## src/rtl/l2_pkg.sv

```systemverilog
// Shared types and sizing constants for the L2 physical-memory adapter.
package l2_pkg;

  typedef enum logic [1:0] {
    IDLE     = 2'd0,
    RD_BURST = 2'd1,
    WR_BURST = 2'd2,
    DONE     = 2'd3
  } pmem_state_t;

  localparam int LINE_W      = 256;
  localparam int BEAT_W      = 64;
  localparam int BEATS       = 4;
  localparam int TIMEOUT_MAX = 1023;

endpackage

```

## src/rtl/l2_beat_shifter.sv

```systemverilog
// Beat select / beat insert for a 256-bit line split into four 64-bit beats.
// sel_line[k] drives beat_out; line_out is ins_line with beat k replaced.
module l2_beat_shifter
  import l2_pkg::*;
(
  input  logic [LINE_W-1:0] sel_line,
  input  logic [LINE_W-1:0] ins_line,
  input  logic [1:0]        k,
  input  logic [BEAT_W-1:0] beat_in,
  output logic [BEAT_W-1:0] beat_out,
  output logic [LINE_W-1:0] line_out
);

  logic [7:0] base;

  // Beat k sits at bit offset 64*k.
  always_comb begin
    base     = {k, 6'd0};
    beat_out = sel_line[base +: BEAT_W];
    line_out = ins_line;
    line_out[base +: BEAT_W] = beat_in;
  end

endmodule

```

## src/rtl/l2_pmem_adapter.sv

```systemverilog
// L2 line <-> 4-beat memory burst adapter.
// Optional burst watchdog enabled by defining L2_PMEM_ADAPTER_TIMEOUT_EN.
//
// state    | meaning
// IDLE     | waiting for a line request; outputs quiet
// RD_BURST | read_o high, collecting four beats into line_o
// WR_BURST | write_o high, presenting four beats of the latched line
// DONE     | one-cycle resp_o pulse, then back to IDLE
module l2_pmem_adapter
  import l2_pkg::*;
(
  input  logic              clk,
  input  logic              reset,
  input  logic [LINE_W-1:0] line_i,
  output logic [LINE_W-1:0] line_o,
  input  logic [31:0]       address_i,
  input  logic              read_i,
  input  logic              write_i,
  output logic              resp_o,
  input  logic [BEAT_W-1:0] burst_i,
  output logic [BEAT_W-1:0] burst_o,
  output logic [31:0]       address_o,
  output logic              read_o,
  output logic              write_o,
  input  logic              resp_i,
  output logic              err_o
);

  pmem_state_t       state_q, state_d;
  logic [1:0]        beat_q;
  logic [31:0]       addr_q;
  logic [LINE_W-1:0] wline_q;
  logic [LINE_W-1:0] rline_q;
  logic              take;
  logic [BEAT_W-1:0] sel_beat;
  logic [LINE_W-1:0] ins_line;

`ifdef L2_PMEM_ADAPTER_TIMEOUT_EN
  logic [9:0] tmo_q;
  logic       err_q;
  logic       timeout;
`endif

  l2_beat_shifter u_shift (
    .sel_line (wline_q),
    .ins_line (rline_q),
    .k        (beat_q),
    .beat_in  (burst_i),
    .beat_out (sel_beat),
    .line_out (ins_line)
  );

  // State register; async reset abandons any burst without a response.
  always_ff @(posedge clk or posedge reset) begin
    if (reset) state_q <= IDLE;
    else       state_q <= state_d;
  end

  // Next state and Moore-style outputs decoded from the current state.
  always_comb begin
    state_d   = state_q;
    read_o    = 1'b0;
    write_o   = 1'b0;
    resp_o    = 1'b0;
    address_o = '0;
    burst_o   = '0;
    take      = 1'b0;
`ifdef L2_PMEM_ADAPTER_TIMEOUT_EN
    timeout   = 1'b0;
`endif
    case (state_q)
      IDLE: begin
        if (write_i)     state_d = WR_BURST;
        else if (read_i) state_d = RD_BURST;
      end
      RD_BURST: begin
        read_o    = 1'b1;
        address_o = addr_q;
        take      = resp_i;
        if (resp_i && beat_q == 2'd3) state_d = DONE;
      end
      WR_BURST: begin
        write_o   = 1'b1;
        address_o = addr_q;
        burst_o   = sel_beat;
        take      = resp_i;
        if (resp_i && beat_q == 2'd3) state_d = DONE;
      end
      DONE: begin
        resp_o  = 1'b1;
        state_d = IDLE;
      end
      default: state_d = IDLE;
    endcase
`ifdef L2_PMEM_ADAPTER_TIMEOUT_EN
    // The stall that would bring the count to TIMEOUT_MAX aborts the burst.
    if ((state_q == RD_BURST || state_q == WR_BURST) && !resp_i &&
        tmo_q == 10'(TIMEOUT_MAX - 1)) begin
      timeout = 1'b1;
      state_d = IDLE;
    end
`endif
  end

  // Request latches, beat counter and read-line assembly.
  always_ff @(posedge clk or posedge reset) begin
    if (reset) begin
      addr_q  <= '0;
      wline_q <= '0;
      rline_q <= '0;
      beat_q  <= '0;
    end else begin
      if (state_q == IDLE && (read_i || write_i)) begin
        addr_q <= address_i;
        beat_q <= '0;
        if (write_i) wline_q <= line_i;
      end
      if (take) begin
        beat_q <= beat_q + 2'd1;
        if (state_q == RD_BURST) rline_q <= ins_line;
      end
    end
  end

  assign line_o = rline_q;

`ifdef L2_PMEM_ADAPTER_TIMEOUT_EN
  // Stall watchdog: counts consecutive non-accepted burst cycles.
  always_ff @(posedge clk or posedge reset) begin
    if (reset) begin
      tmo_q <= '0;
      err_q <= 1'b0;
    end else if (state_q == RD_BURST || state_q == WR_BURST) begin
      if (resp_i) begin
        tmo_q <= '0;
      end else if (timeout) begin
        tmo_q <= '0;
        err_q <= 1'b1;
      end else begin
        tmo_q <= tmo_q + 10'd1;
      end
    end else begin
      tmo_q <= '0;
    end
  end

  assign err_o = err_q;
`else
  assign err_o = 1'b0;
`endif

endmodule

```

## config.mk

```make
export PLATFORM = sky130hd
export DESIGN_NAME = l2_pmem_adapter
export DESIGN_NICKNAME = d
export VERILOG_FILES = /design/src/rtl/l2_pkg.sv /design/src/rtl/l2_beat_shifter.sv /design/src/rtl/l2_pmem_adapter.sv
export SDC_FILE = /design/constraint.sdc
export NUM_CORES = 1
export LEC_CHECK = 0
export ABC_AREA = 1
export ABC_CLOCK_PERIOD_IN_PS = 22500
export CAP_MARGIN = 25
export CORE_MARGIN = 2
export CORE_UTILIZATION = 30
export DETAILED_ROUTE_END_ITERATION = 16
export GPL_TIMING_DRIVEN = 1
export HOLD_SLACK_MARGIN = 0.02
export MAX_ROUTING_LAYER = met4
export PLACE_DENSITY_LB_ADDON = 0.05
export SETUP_SLACK_MARGIN = 0.02
export SLEW_MARGIN = 10
export SYNTH_ARGS = -nofsm -noshare
export SYNTH_HDL_FRONTEND = slang
export SYNTH_HIERARCHICAL = 1
export SYNTH_SLANG_ARGS = --single-unit
export TNS_END_PERCENT = 50
```

## constraint.sdc

```tcl
create_clock -name clk -period 22.5 [get_ports clk]
set_input_delay 2.25 -clock clk [delete_from_list [all_inputs] [get_ports clk]]
set_output_delay 2.25 -clock clk [all_outputs]
set_load 0.02 [all_outputs]
```

# Yosys cells after proc, flatten, opt, wreduce, memory -nomap -nowiden
# Cells that the tools add are included.
[op_classes]
n_reduce_logical = 9
mux = 13
add_sub_neg = 2
n_eq_ne = 6
n_shift = 3
[ops]
columns = ["operator", "count"]
rows = [
  ["bitwise mux 256 bit", 1],
  ["variable shift 64 x 10 -> 256 bit, first input constant", 1],
  ["variable part select 256 x 9 -> 64 bit", 1],
  ["variable part select 64 x 10 -> 256 bit", 1],
  ["2-to-1 mux 64 bit", 1],
  ["2-to-1 mux 32 bit", 1],
  ["2-to-1 mux 2 bit", 5],
  ["negation 8 -> 10 bit", 1],
  ["== test 2 bit, second input constant", 3],
  ["one-hot mux 2 bit (3 select lines)", 1],
  ["AND reduction 2 bit", 3],
  ["2-to-1 mux 1 bit", 4],
  ["inequality test 3 bit, second input constant", 1],
  ["adder 2 x 1 -> 2 bit, second input constant", 1],
  ["== test 2 x 1 -> 1 bit, second input constant", 1],
  ["logical AND 1 bit", 2],
  ["logical NOT 2 bit", 1],
  ["inequality test 2 x 1 -> 1 bit, second input constant", 1],
  ["nonzero test 2 bit", 1],
  ["OR reduction 2 bit", 1],
  ["logical OR 1 bit", 1],
]
[totals]
ff_bits = 548
wordCells = 38
output_inout_bits = 356
input_bits = 357

# Longest topological paths before layout
[depth]
depth_word = 4
mapped_depth = 12
ltp_nobuf = 9

# Modules after synthesis
# The synthesis kept the hierarchy.
[modules_own_cells]
columns = ["mod", "cells_each", "n_inst", "seq_area_each_um2", "area_each_um2"]
rows = [
  ["l2_pmem_adapter", 2602, 1, 13713.2, 22640.5],
  ["l2_beat_shifter", 1740, 1, 0.0, 7166.9],
]

# Worst setup path after synthesis
# No wires, ideal clock.
[synth_timing]
path_type = "reg-to-output"
from = "register beat_q[0]"
to = "output burst_o[55]"
arrival_ns = 1.396
path_buffers = 3
required_ns = 20.250
path_stages_with_launch = 9
slack_ns = 18.854
cell_sequence = "dfrtp_1 buf_4 buf_6 clkbuf_1 or2_2 nand3_1 nand2_1 nand2_1 inv_1"
[synth_between]
elab_chain_cells = 2
[synth_lines]
columns = ["item", "line_no", "text"]
rows = [
  ["from (decl)", "l2_pmem_adapter.sv:30", "logic [1:0] beat_q;"],
  ["from (signal assigned)", "l2_pmem_adapter.sv:119", "beat_q <= beat_q + 2'd1;"],
  ["variable part select 256 x 9 -> 64 bit", "l2_beat_shifter.sv:19", "beat_out = sel_line[base +: BEAT_W];"],
  ["net sel_beat[55]", "l2_pmem_adapter.sv:35", "logic [BEAT_W-1:0] sel_beat;"],
  ["2-to-1 mux 64 bit", "l2_pmem_adapter.sv:71", "case (state_q)"],
  ["to (decl)", "l2_pmem_adapter.sv:21", "output logic [BEAT_W-1:0] burst_o,"],
]
# The timed path passes the listed nets, and every way through them passes these cells.

# Final worst setup path
[layout_timing]
from = "register beat_q[0]"
to = "output burst_o[40]"
# Same word-level chain as after synthesis.

==> impl_summary.log <==
[metrics] outcome: complete, no violations
[metrics] number of buffers created by CTS: 73
[metrics] Final Max Slew Viols: 0
[metrics] MaxCap Viol Count: 0
[metrics] Critical Path Source: beat_q[0]
[metrics] number of instances in the synthesized netlist: 4342
[metrics] total chip power: 0.005085 W
[metrics] clock tree from TritonCTS: done
[metrics] sum of negative setup slack: 0 ns
[metrics] vias: 29.46k
[metrics] number of endpoints with negative hold slack in the final report: 0
[metrics] number of post-CTS setup repair buffers: 0
[metrics] Syn. warnings: 6
[metrics] pwr/cell area: 127.8 nW/µm²
[metrics] worst-case register-to-register setup slack: 18.41 ns
[metrics] Initial Utilization: 30.29%
[metrics] achievable clock frequency: 153.8 MHz
[metrics] worst min path class: reg -> reg
[metrics] share of synthesized flip-flops with an asynchronous set or reset: 100.0%
[metrics] aggregate global routing overflow: 0
[metrics] synthesized area per cell: 6.865 µm²
[metrics] global router's overall resource usage: 25.79%
[metrics] Setup crit end: burst_o[40]
[metrics] number of synthesized flops with an enable pin: 0
[metrics] flops & latches, synth: 548
[metrics] Tmin final: 6.503 ns
[metrics] Initial DRC Count: 2155
[metrics] max-slew headroom at the worst pin: 32.27%
[metrics] buffers added on ports: 711
[metrics] actual transition at the worst max-transition pin: 1.016 ns
[metrics] unique cell type count in the Yosys netlist: 21
[metrics] endpoint kind of the worst setup timing path: output pin
[metrics] RSZ-0062 raised after global routing: false
[metrics] sink count of the clock tree: 548
[metrics] number of detailed-route iterations in the first pass: 7
[metrics] layout overhead on the synthesized area: 33.48%
[metrics] ranking of synthesized cells by area: dfrtp_1, nand2_1, nand3_1
[metrics] H-tree depth reported by CTS: 3
[metrics] cell area after synthesis: 29810 µm²
[metrics] register area share after synthesis: a little under half
[metrics] average detailed-routed wire length per instance: 21.00 µm
[metrics] std cell rows: 115
[metrics] nets: 5232
[metrics] critical register-to-register path endpoint: line_o[130]
[metrics] maximum ir drop on the vdd rail: 0.09816 mV
[metrics] first-pass GRT wire length: a little under 200 mm
[metrics] core region area: 98420 µm²
[metrics] total nets after synthesis: 4711
[metrics] HPWL reported at the end of detailed placement: between 80 and 90 mm
[metrics] CTS root buf: clkbuf_16
[metrics] cell types with the highest counts after synthesis: nand2_1, nand3_1, dfrtp_1
[metrics] number of cells traversed by the worst register-to-register path: 7
[metrics] Antenna Nets Post-Route: 0
[metrics] nature of the critical path startpoint: flip-flop
[metrics] Die Area: 101900 µm²
[metrics] hold-fix buffer count after cts: 0
[metrics] clock edge transition at the registers on the reported setup and hold paths: approximately 0.050 ns
[metrics] count of cells resized by post-cts repair: 0
[metrics] Final Setup Violations: 0
[metrics] top fanout value on the critical path: 107
[metrics] launch point of the worst reg-to-reg path: state_q[1]
[metrics] top cell type's share of synthesized area: 46.01%
[metrics] initial antenna violation count: 42
[metrics] Worst Path Required: approximately 20 ns
[metrics] die outline height: 319.2 µm
[metrics] top-level I/O count: 713
[metrics] placer's final routability congestion estimate: 0.9175
[metrics] routed via count divided by cell count: 4.721
[metrics] largest net degree at the start of global routing: 171
[metrics] final routed DRC violation total: 0
[metrics] Longest Clk Path Bufs: 3
[metrics] primary flip-flop cell chosen by synthesis mapping: dfrtp_1
[metrics] overall routed net length: 131.1 mm
[metrics] post-synth top area cell: dfrtp_1
[metrics] Leakage: 21.75 nW
[metrics] Fin Clk Skew: 0.01658 ns
[metrics] Die X: around 320 µm
[metrics] Period Utilization, post-route: 28.90%
[metrics] cell with the most instances after synthesis: nand2_1
[metrics] vias in the first global route: 28.34k
[metrics] fraction of final layout cells with drive strength greater than 1: 4.841%
[metrics] clock insertion delay at the later pin of the skew report: approximately 0.64 ns
[metrics] CP arrival: 4.25 ns
[metrics] crit path kind: reg -> out
-- worst min-delay path by stage --
| stage | startpoint | to | slack, ns | cells after the start |
|---|---|---|---|---|
| 5_1_grt | wline_q[1] | wline_q[1] | 0.48 | 2 |
| 3_3_place_gp | wline_q[12] | wline_q[12] | 0.45 | 2 |
| 4_1_cts | wline_q[21] | wline_q[21] | 0.46 | 2 |
| 6_report | wline_q[12] | wline_q[12] | 0.46 | 2 |
| 3_5_place_dp | wline_q[37] | wline_q[37] | 0.45 | 2 |
| 2_1_floorplan | wline_q[0] | wline_q[0] | 0.43 | 2 |
-- cells by family after synthesis --
logic type / share of synthesized area [%]
buffers and inverters: 10.82
flip-flops: 46.01
AND/OR/NAND/NOR: 41.88
other: 0.01258
AO/OA/AOI/OAI: 0.7850
adder cells (fa/ha/maj): 0.5037
-- cells in the final DEF, fill, tap and decap left out, types with 8 or more instances in the layout --
cell and instances:
buf_4 37, clkbuf_1 23, clkbuf_16 77, clkbuf_8 14
clkdlybuf4s50_1 710, clkinv_2 9, dfrtp_1 546, diode_2 37
ha_1 9, inv_1 401, inv_2 8, nand2_1 2106
nand3_1 772, nor2_1 65, o21ai_0 45, or2_2 65
-- stage by stage --
step | instances | setup WS, ns | instance area (µm²) | util (%) | hold WS [ns]
floorplan | 4342 | 4.929 | 29810 | - | 0.4338
global placement | 6072 | 16.70 | 37280 | 37.87 | 0.4466
detailed placement | 6073 | 16.68 | 37300 | 37.90 | 0.4498
CTS | 6201 | 15.99 | 39640 | 40.28 | 0.4646
global route | 6240 | 15.73 | 39790 | 40.43 | 0.4824
finish | 6240 | 16.00 | 39790 | 40.43 | 0.4582
-- critical path, cell delays in order, from the launching register on --
cell,delay [ns]
dfrtp_4,0.62
buf_4,0.76
buf_4,0.91
or2_2,0.25
nand3_1,0.06
nand2_1,0.09
nand2_1,0.05
inv_1,0.12
clkdlybuf4s50_1,0.63
-- where the power goes --
group | switching (W) | leakage (nW) | total [W] | internal [W]
combinational | 0.00162 | 13.4 | 0.00239 | 0.000773
clock | 0.000468 | 1.15 | 0.00116 | 0.000694
sequential | 0.000214 | 7.17 | 0.00153 | 0.00132
-- area by class of cell --
class,instances,area (µm²)
Antenna cell,37,92.59
Clock buffer,114,2206
Sequential cell,548,13720
Clock inverter,14,131.4
Fill cell,10480,58630
Inverter,412,1564
Tap cell,1287,1610
Multi-Input combinational cell,3075,12940
Timing Repair Buffer,753,7522
-- state kept, by name, indices dropped and copies added (netlist names) --
name	flops
wline_q	256
beat_q	2
state_q	2
line_o	256
addr_q	32
-- routing by layer --
| layer | vias up | GRT usage [%] | wire length (µm) |
|---|---|---|---|
| met5 | - | - | 0 |
| met4 | 0 | 8.407 | 4476 |
| met3 | 178 | 7.468 | 9507 |
| met2 | 825 | 43.95 | 66120 |
| met1 | 14050 | 28.94 | 50970 |
| li1 | 14410 | - | - |
(Power assumes the default switching activity.)
